## src/rtl/vbs_sync_decoder.sv

```systemverilog
// vbs_sync_decoder: recovers column/line position, sync strobes and lock state
// from a 1-bit composite sync stream, with the pixel sample registered alongside.
module vbs_sync_decoder #(
    parameter int SHORT_MIN = 12,
    parameter int SHORT_MAX = 16,
    parameter int VSYNC_MIN = 250,
    parameter int LINES     = 313
) (
    input  logic       clk,
    input  logic       reset,
    input  logic       sync,
    input  logic       pixel,
    output logic [7:0] col,
    output logic [8:0] line,
    output logic       hsync_pulse,
    output logic       vsync_pulse,
    output logic       locked,
    output logic       pixel_out
);
    typedef enum logic [1:0] {HUNT, SYNCING, LOCKED} state_t;

    state_t     state, state_nx;
    logic       sync_q, hcnt, hcnt_nx;
    logic [8:0] low_run;
    logic       rise, hs_ev, vs_ev, expected, missing, at_vs_pos, in_active;
    logic [7:0] col_fr, col_nx;
    logic [8:0] line_fr, line_nx;

    assign rise    = sync && !sync_q;
    assign hs_ev   = rise && low_run >= 9'(SHORT_MIN) && low_run <= 9'(SHORT_MAX);
    assign vs_ev   = rise && low_run >= 9'(VSYNC_MIN);
    assign col_fr  = col + 8'd1;
    assign line_fr = (col != 8'd255) ? line : (line == 9'(LINES - 1)) ? 9'd0 : line + 9'd1;
    // line never exceeds LINES-1, so only the lower bound of the active range needs testing
    assign in_active = line >= 9'd4;
    assign expected  = col_fr == 8'd15 && in_active;
    // hsync_pulse is high exactly when the previous sample was an accepted hsync at col 15
    assign missing   = col_fr == 8'd16 && in_active && !hsync_pulse;
    assign at_vs_pos = col_fr == 8'd1 && line_fr == 9'd1;
    assign col_nx    = vs_ev ? 8'd1 : hs_ev ? 8'd15 : col_fr;
    assign line_nx   = vs_ev ? 9'd1 : hs_ev ? line : line_fr;
    assign locked    = state == LOCKED;

    always_comb begin
        state_nx = state;
        hcnt_nx  = hcnt;
        if (vs_ev) begin
            state_nx = (state == LOCKED && at_vs_pos) ? LOCKED : SYNCING;
            hcnt_nx  = 1'b0;
        end else if (hs_ev && !expected) begin
            state_nx = HUNT;
        end else if (hs_ev && state == SYNCING) begin
            hcnt_nx  = 1'b1;
            state_nx = hcnt ? LOCKED : SYNCING;
        end else if (missing && state == LOCKED) begin
            state_nx = HUNT;
        end
    end

    always_ff @(posedge clk or posedge reset) begin
        if (reset) begin
            state       <= HUNT;
            hcnt        <= 1'b0;
            sync_q      <= 1'b1;
            low_run     <= 9'd0;
            col         <= 8'd0;
            line        <= 9'd0;
            hsync_pulse <= 1'b0;
            vsync_pulse <= 1'b0;
            pixel_out   <= 1'b0;
        end else begin
            state       <= state_nx;
            hcnt        <= hcnt_nx;
            sync_q      <= sync;
            low_run     <= sync ? 9'd0 : (low_run == 9'd511) ? low_run : low_run + 9'd1;
            col         <= col_nx;
            line        <= line_nx;
            hsync_pulse <= hs_ev;
            vsync_pulse <= vs_ev;
            pixel_out   <= pixel;
        end
    end
endmodule

```

## config.mk

```make
export PLATFORM = sky130hd
export DESIGN_NAME = vbs_sync_decoder
export DESIGN_NICKNAME = d
export VERILOG_FILES = /design/src/rtl/vbs_sync_decoder.sv
export SDC_FILE = /design/constraint.sdc
export NUM_CORES = 1
export LEC_CHECK = 0
export ABC_AREA = 1
export ABC_CLOCK_PERIOD_IN_PS = 4800
export BUFFER_PORTS_ARGS = -buffer_cell sky130_fd_sc_hd__buf_4
export CAP_MARGIN = 20
export CORE_UTILIZATION = 62
export DETAILED_ROUTE_END_ITERATION = 16
export GPL_TIMING_DRIVEN = 0
export HOLD_SLACK_MARGIN = 0.06
export PLACE_DENSITY = 0.84
export SETUP_SLACK_MARGIN = 0.3
export SLEW_MARGIN = 20
export SYNTH_ARGS = -nofsm -noshare
export SYNTH_HDL_FRONTEND = slang
export SYNTH_SLANG_ARGS = --single-unit
export TNS_END_PERCENT = 20
```

## constraint.sdc

```tcl
create_clock -name clk -period 4.8 [get_ports clk]
set_input_delay 0.72 -clock clk [delete_from_list [all_inputs] [get_ports clk]]
set_output_delay 0.72 -clock clk [all_outputs]
set_load 0.02 [all_outputs]
```

---- Word-level counts from Yosys, hierarchy flattened ----
Cells that the tools add are included.
word-level totals
  bits in registers ....................... 33
  logic and storage cells ................. 63
  input bits .............................. 4
  output and inout port bits .............. 21
cells by class
  equality and inequality tests ........... 12
  add/subtract/negate cells ............... 3
  order comparisons ....................... 4
  muxes and demuxes ....................... 17
  reductions and logical operators ........ 18
operator list
  kind                 number
  $mux 9               6
  $add 9x1->9 const B  2
  $eq 9x9->1 const B   2
  $mux 8               2
  $logic_and 1x1->1    12
  $mux 2               6
  $eq 9x1->1 const B   1
  $ge 9x3->1 const B   1
  $ge 9x4->1 const B   1
  $ge 9x8->1 const B   1
  $le 9x5->1 const B   1
  $add 8x1->8 const B  1
  $eq 8x1->1 const B   1
  $eq 8x4->1 const B   1
  $eq 8x5->1 const B   1
  $ne 8x8->1 const B   1
  $ne 2x2->1 const B   2
  $reduce_bool 4->1    1
  $logic_not 1->1      3
  $mux 1               3
  $eq 2x1->1 const B   1
  $eq 2x2->1 const B   1
  $ne 2x1->1 const B   1
  $reduce_and 2->1     1
  $reduce_bool 2->1    1

---- Longest topological paths before layout ----
  depth after elaboration ................. 9
  mapped depth ............................ 15
  depth with buffers taken out ............ 14

---- Least setup slack after synthesis ----
OpenSTA, ideal clock, no wires.
  kind .................................... register to register
  start ................................... register low_run[1]
  end ..................................... register low_run[5]
  arrival ................................. 1783 ps
  path buffers ............................ 0
  data required time ...................... 4723 ps
  setup slack ............................. 2940 ps
  library setup time ...................... 77 ps
  cell stages (with the launch flop) ...... 15
  cells stage by stage .................... dfrtp_1 > ha_1 > inv_1 > nor2_1 > inv_1 > nor4_1 > ha_1 > inv_1 > nor2_1 > nor2_1 > nand3_1 > inv_1 > nand3_1 > o21ai_0 > a21oi_1
between the ends
  longest elaborated chain between the ends .. 3
RTL lines
  what                    line  source
  from (decl)             24    logic [8:0] low_run;
  from (signal assigned)  75    low_run <= sync ? 9'd0 : (low_run == 9'd511) ? low_run : low_run + 9'd1;
  $add 9x1->9             75
  $mux 9 (2 in series)    75
Parallel ways exist; a longest one is shown, timed or not. The select of a mux whose other input is x is not followed.
A chain may end at the register's enable or synchronous reset.

---- Worst setup path after layout ----
  start ................................... register low_run[1]
  end ..................................... register low_run[7]
The elaborated chain is that of the path after synthesis.

==> out/metrics.yaml <==
place:
  hpwlAfterDp_um: 3250
  placed_cell_count: 362
  port_buffers: 24
  gp_routability_congestion: 0.882
critical_path:
  crit_path_top_delay_cell: "dfrtp_1"
  crit_path_start_kind: "register"
  peak_fanout_along_the_critical_path: 6
  timing.critical_path.mode_cell: "inv_1"
  setup.worst_path.class: "reg -> reg"
  instance_count_on_the_critical_path: 14
  worst-endpoint-arrival_ns: 2.52
  buffer_and_inverter_count_on_the_worst_path: 4
  worst_setup_path_end_kind: "register"
  reg2reg_depth: 14
  critical-path-top-delay-family: "simple AND/OR/NAND/NOR gates"
  cells_traversed_along_the_worst_timing_path: "ha_1 -> inv_1 -> nor2_1 -> inv_1 -> nor4_1 -> ha_1 -> inv_1 -> nor2_1 -> nor2_1 -> nand3_1 -> inv_1 -> nand3_1 -> nor3_1 -> nor3_1"
  critical_path_required_ns: 5.05
  critPathMaxStageDelay_ns: 0.42
timing:
  finalSetupViolations: 0
  fin_crit_sh: 0.473
  fmax_mhz: 441
  worst-slew-pin-transition_ns: 0.674
  rsz0062_at_grt: "no"
  finalWorstPathRequiredPeriod_ns: 2.27
  finalClockSkew_ns: 0.0149
  timing.max_slew.rel_slack: 0.550
  total_count_of_hold_check_failures_in_the_final_report: 0
  setup-tns-final_ns: 0
  timing_max_transition_violations_final: 0
clock_tree:
  hold_buffers: 0
  clock_path_buffers: 2
  clkLatencyLatePin_ns: 0.35
  path_clk_slew_ns: 0.11
  cts_resized: 0
  cts_tree: "yes"
  cts_post_setup_buffers_inserted: 0
  cts_root_buf: "clkbuf_4"
  numCtsBuffers: 5
  clkSinkCount: 33
  cts.htree.levels: 2
layout:
  area_growth_syn_to_layout_pct: 15.2
  commonest_cells_after_routing_fill_and_taps_aside: "nand2_1, inv_1, dfrtp_1"
  final_nets: 338
  mostFrequentLayoutCell: "nand2_1"
  antenna_cells_inserted: 0
  area_taken_by_flip_flops_and_latches_um2: 827
  multi_input_comb_area_um2: 1060
  final_cells: 370
  layout-drive-gt1-share: 0.181
  final.fill_count: 270
route:
  viasPerCell: 5.26
  met2RoutedLength_um: 2190
  top_layer: "met4"
  route.detailed.wl_per_inst_um: 12.0
  drt-pass1-iter-count: 5
  route.antenna.remaining_nets: 0
  metal1_wirelength_um: 1980
  num_vias: 1945
  wirelength_um: 4430
  dr.first_iter.drc_count: 167
  met3RoutedLength_um: 173
  drc: 0
floorplanning:
  fp.coreArea_um2: 3150
  die-width_um: 60.3
  num_rows: 20
  die_area_um2: 3640
  design.portCount: 25
  initial_core_util: 0.669
  die_h_um: 60.3
synthesis:
  yosys.area.top_type_share: 0.379
  synth_top_area_cell: "dfrtp_1"
  synth_nets: 307
  syn-cell-area_um2: 2110
  post_synth.cell_area_avg_um2: 7.18
  synth_unique_cells: 32
  synth-seq-area-share: 0.392
  ys_ff_latch: 33
  post_synth_main_area_contributors: "dfrtp_1, nand2_1, inv_1"
  synth.yosys.warnings: 0
  synth_cells: 294
power_and_ir_drop:
  power_per_cell_area_nw_per_um2: 477
  power.share.switching: 0.430
  comb_power_share: 0.436
  clock_power_share: 0.194
  p_leak_nw: 1.32
  total_power_mw: 1.16
  seqPwrFrac: 0.369
  switchingPower_mw: 0.499
  cellInternalPower_mw: 0.660
  worst_ir_drop_vdd_mv: 0.318
grt:
  total_grt_overflow: 0
  grt_start_max_net_pins: 34
  first_global_vias: 1798
  initial_antenna_violation_count: 0
  global_route.usage.total: 0.281
  grt_pass1_wl_um: 7440
job:
  cap_viol_max_count: 0
run_status:
  status: "finished clean"
min_path:
  hold_path_class: "in -> async"
[logic make-up after synthesis]
kind of cell	after synthesis	share of synthesized area
compound gates	33	0.0848
buf+inv	56	0.106
simple gates	161	0.356
fa+ha+maj	9	0.0534
flops	33	0.392
xor+xnor	2	0.00830
[flip-flops by register name (all words and copies together) (netlist names)]
signal / flops
vsync_pulse: 1
state: 2
line: 9
hcnt: 1
sync_q: 1
col: 8
hsync_pulse: 1
low_run: 9
pixel_out: 1
[worst register-to-register path, stage by stage (launching register included)]
cell and delay [ns]:
dfrtp_1 0.42, ha_1 0.22, inv_1 0.06, nor2_1 0.10, inv_1 0.07, nor4_1 0.19
ha_1 0.19, inv_1 0.09, nor2_1 0.24, nor2_1 0.09, nand3_1 0.11, inv_1 0.07
nand3_1 0.11, nor3_1 0.06, nor3_1 0.15
[cell usage after synthesis]
library cell	count
a21oi_1	10
a22o_1	1
and3_1	1
buf_2	1
buf_8	1
clkbuf_1	1
clkinv_1	1
clkinv_2	1
dfrtp_1	32
dfstp_2	1
ha_1	9
inv_1	48
inv_2	3
nand2_1	79
nand2_2	4
nand2_4	1
nand3_1	18
nand3_2	8
nand3b_1	2
nand4_1	4
nor2_1	29
nor2_2	6
nor2_4	1
nor3_1	6
nor3b_1	1
nor4_1	1
o21ai_0	12
o21ai_1	3
o21bai_1	1
o22ai_1	6
xnor2_1	1
xor2_1	1
[power by group through the flow]
stage	sequential [mW]	combinational, mW	clock, mW
2_1_floorplan	0.489	0.286	0
5_1_grt	0.442	0.570	0.238
6_report	0.428	0.506	0.225
3_3_place_gp	0.431	0.492	0
4_1_cts	0.428	0.508	0.227
3_5_place_dp	0.433	0.503	0
[path summary, 6_finish.rpt]
path	from	end	slack (ns)
max in group asynchronous	reset	line[0]$_DFFE_PP0P_	3.89
min reg2reg	low_run[0]$_DFFE_PP0P_	low_run[0]$_DFFE_PP0P_	0.54
max reg2reg	low_run[1]$_DFFE_PP0P_	low_run[7]$_DFFE_PP0P_	2.53
min	reset	pixel_out$_DFF_PP0_	0.46
min in group clk	pixel	pixel_out$_DFF_PP0_	0.47
max	low_run[1]$_DFFE_PP0P_	low_run[7]$_DFFE_PP0P_	2.53
[layout make-up]
| cell class | instances | area share |
|---|---|---|
| buffer | 3 | 0.00978 |
| inverter | 53 | 0.0823 |
| clock buffer | 7 | 0.0226 |
| clock inverter | 1 | 0.0124 |
| multi-input combinational | 205 | 0.436 |
| sequential | 33 | 0.340 |
| timing repair buffer | 24 | 0.0741 |
| tap | 44 | 0.0226 |
[per-stage QoR]
step	worst slack, ns	util	cell area, um2	hold slack (ns)
after CTS	2.51	0.771	2430	0.462
after global placement	2.66	0.744	2350	0.513
after detailed placement	2.63	0.744	2350	0.524
after global routing	2.17	0.771	2430	0.451
final	2.53	0.771	2430	0.464
after floorplan	2.94	-	2110	0.490
[per-layer routing]
metal | up-vias | GRT usage
met2 | 43 | 0.466
met4 | 0 | 0.156
met5 | - | 0
met1 | 907 | 0.349
li1 | 987 | -
met3 | 8 | 0.0490
Note: power is estimated with default switching activity, not from simulation.
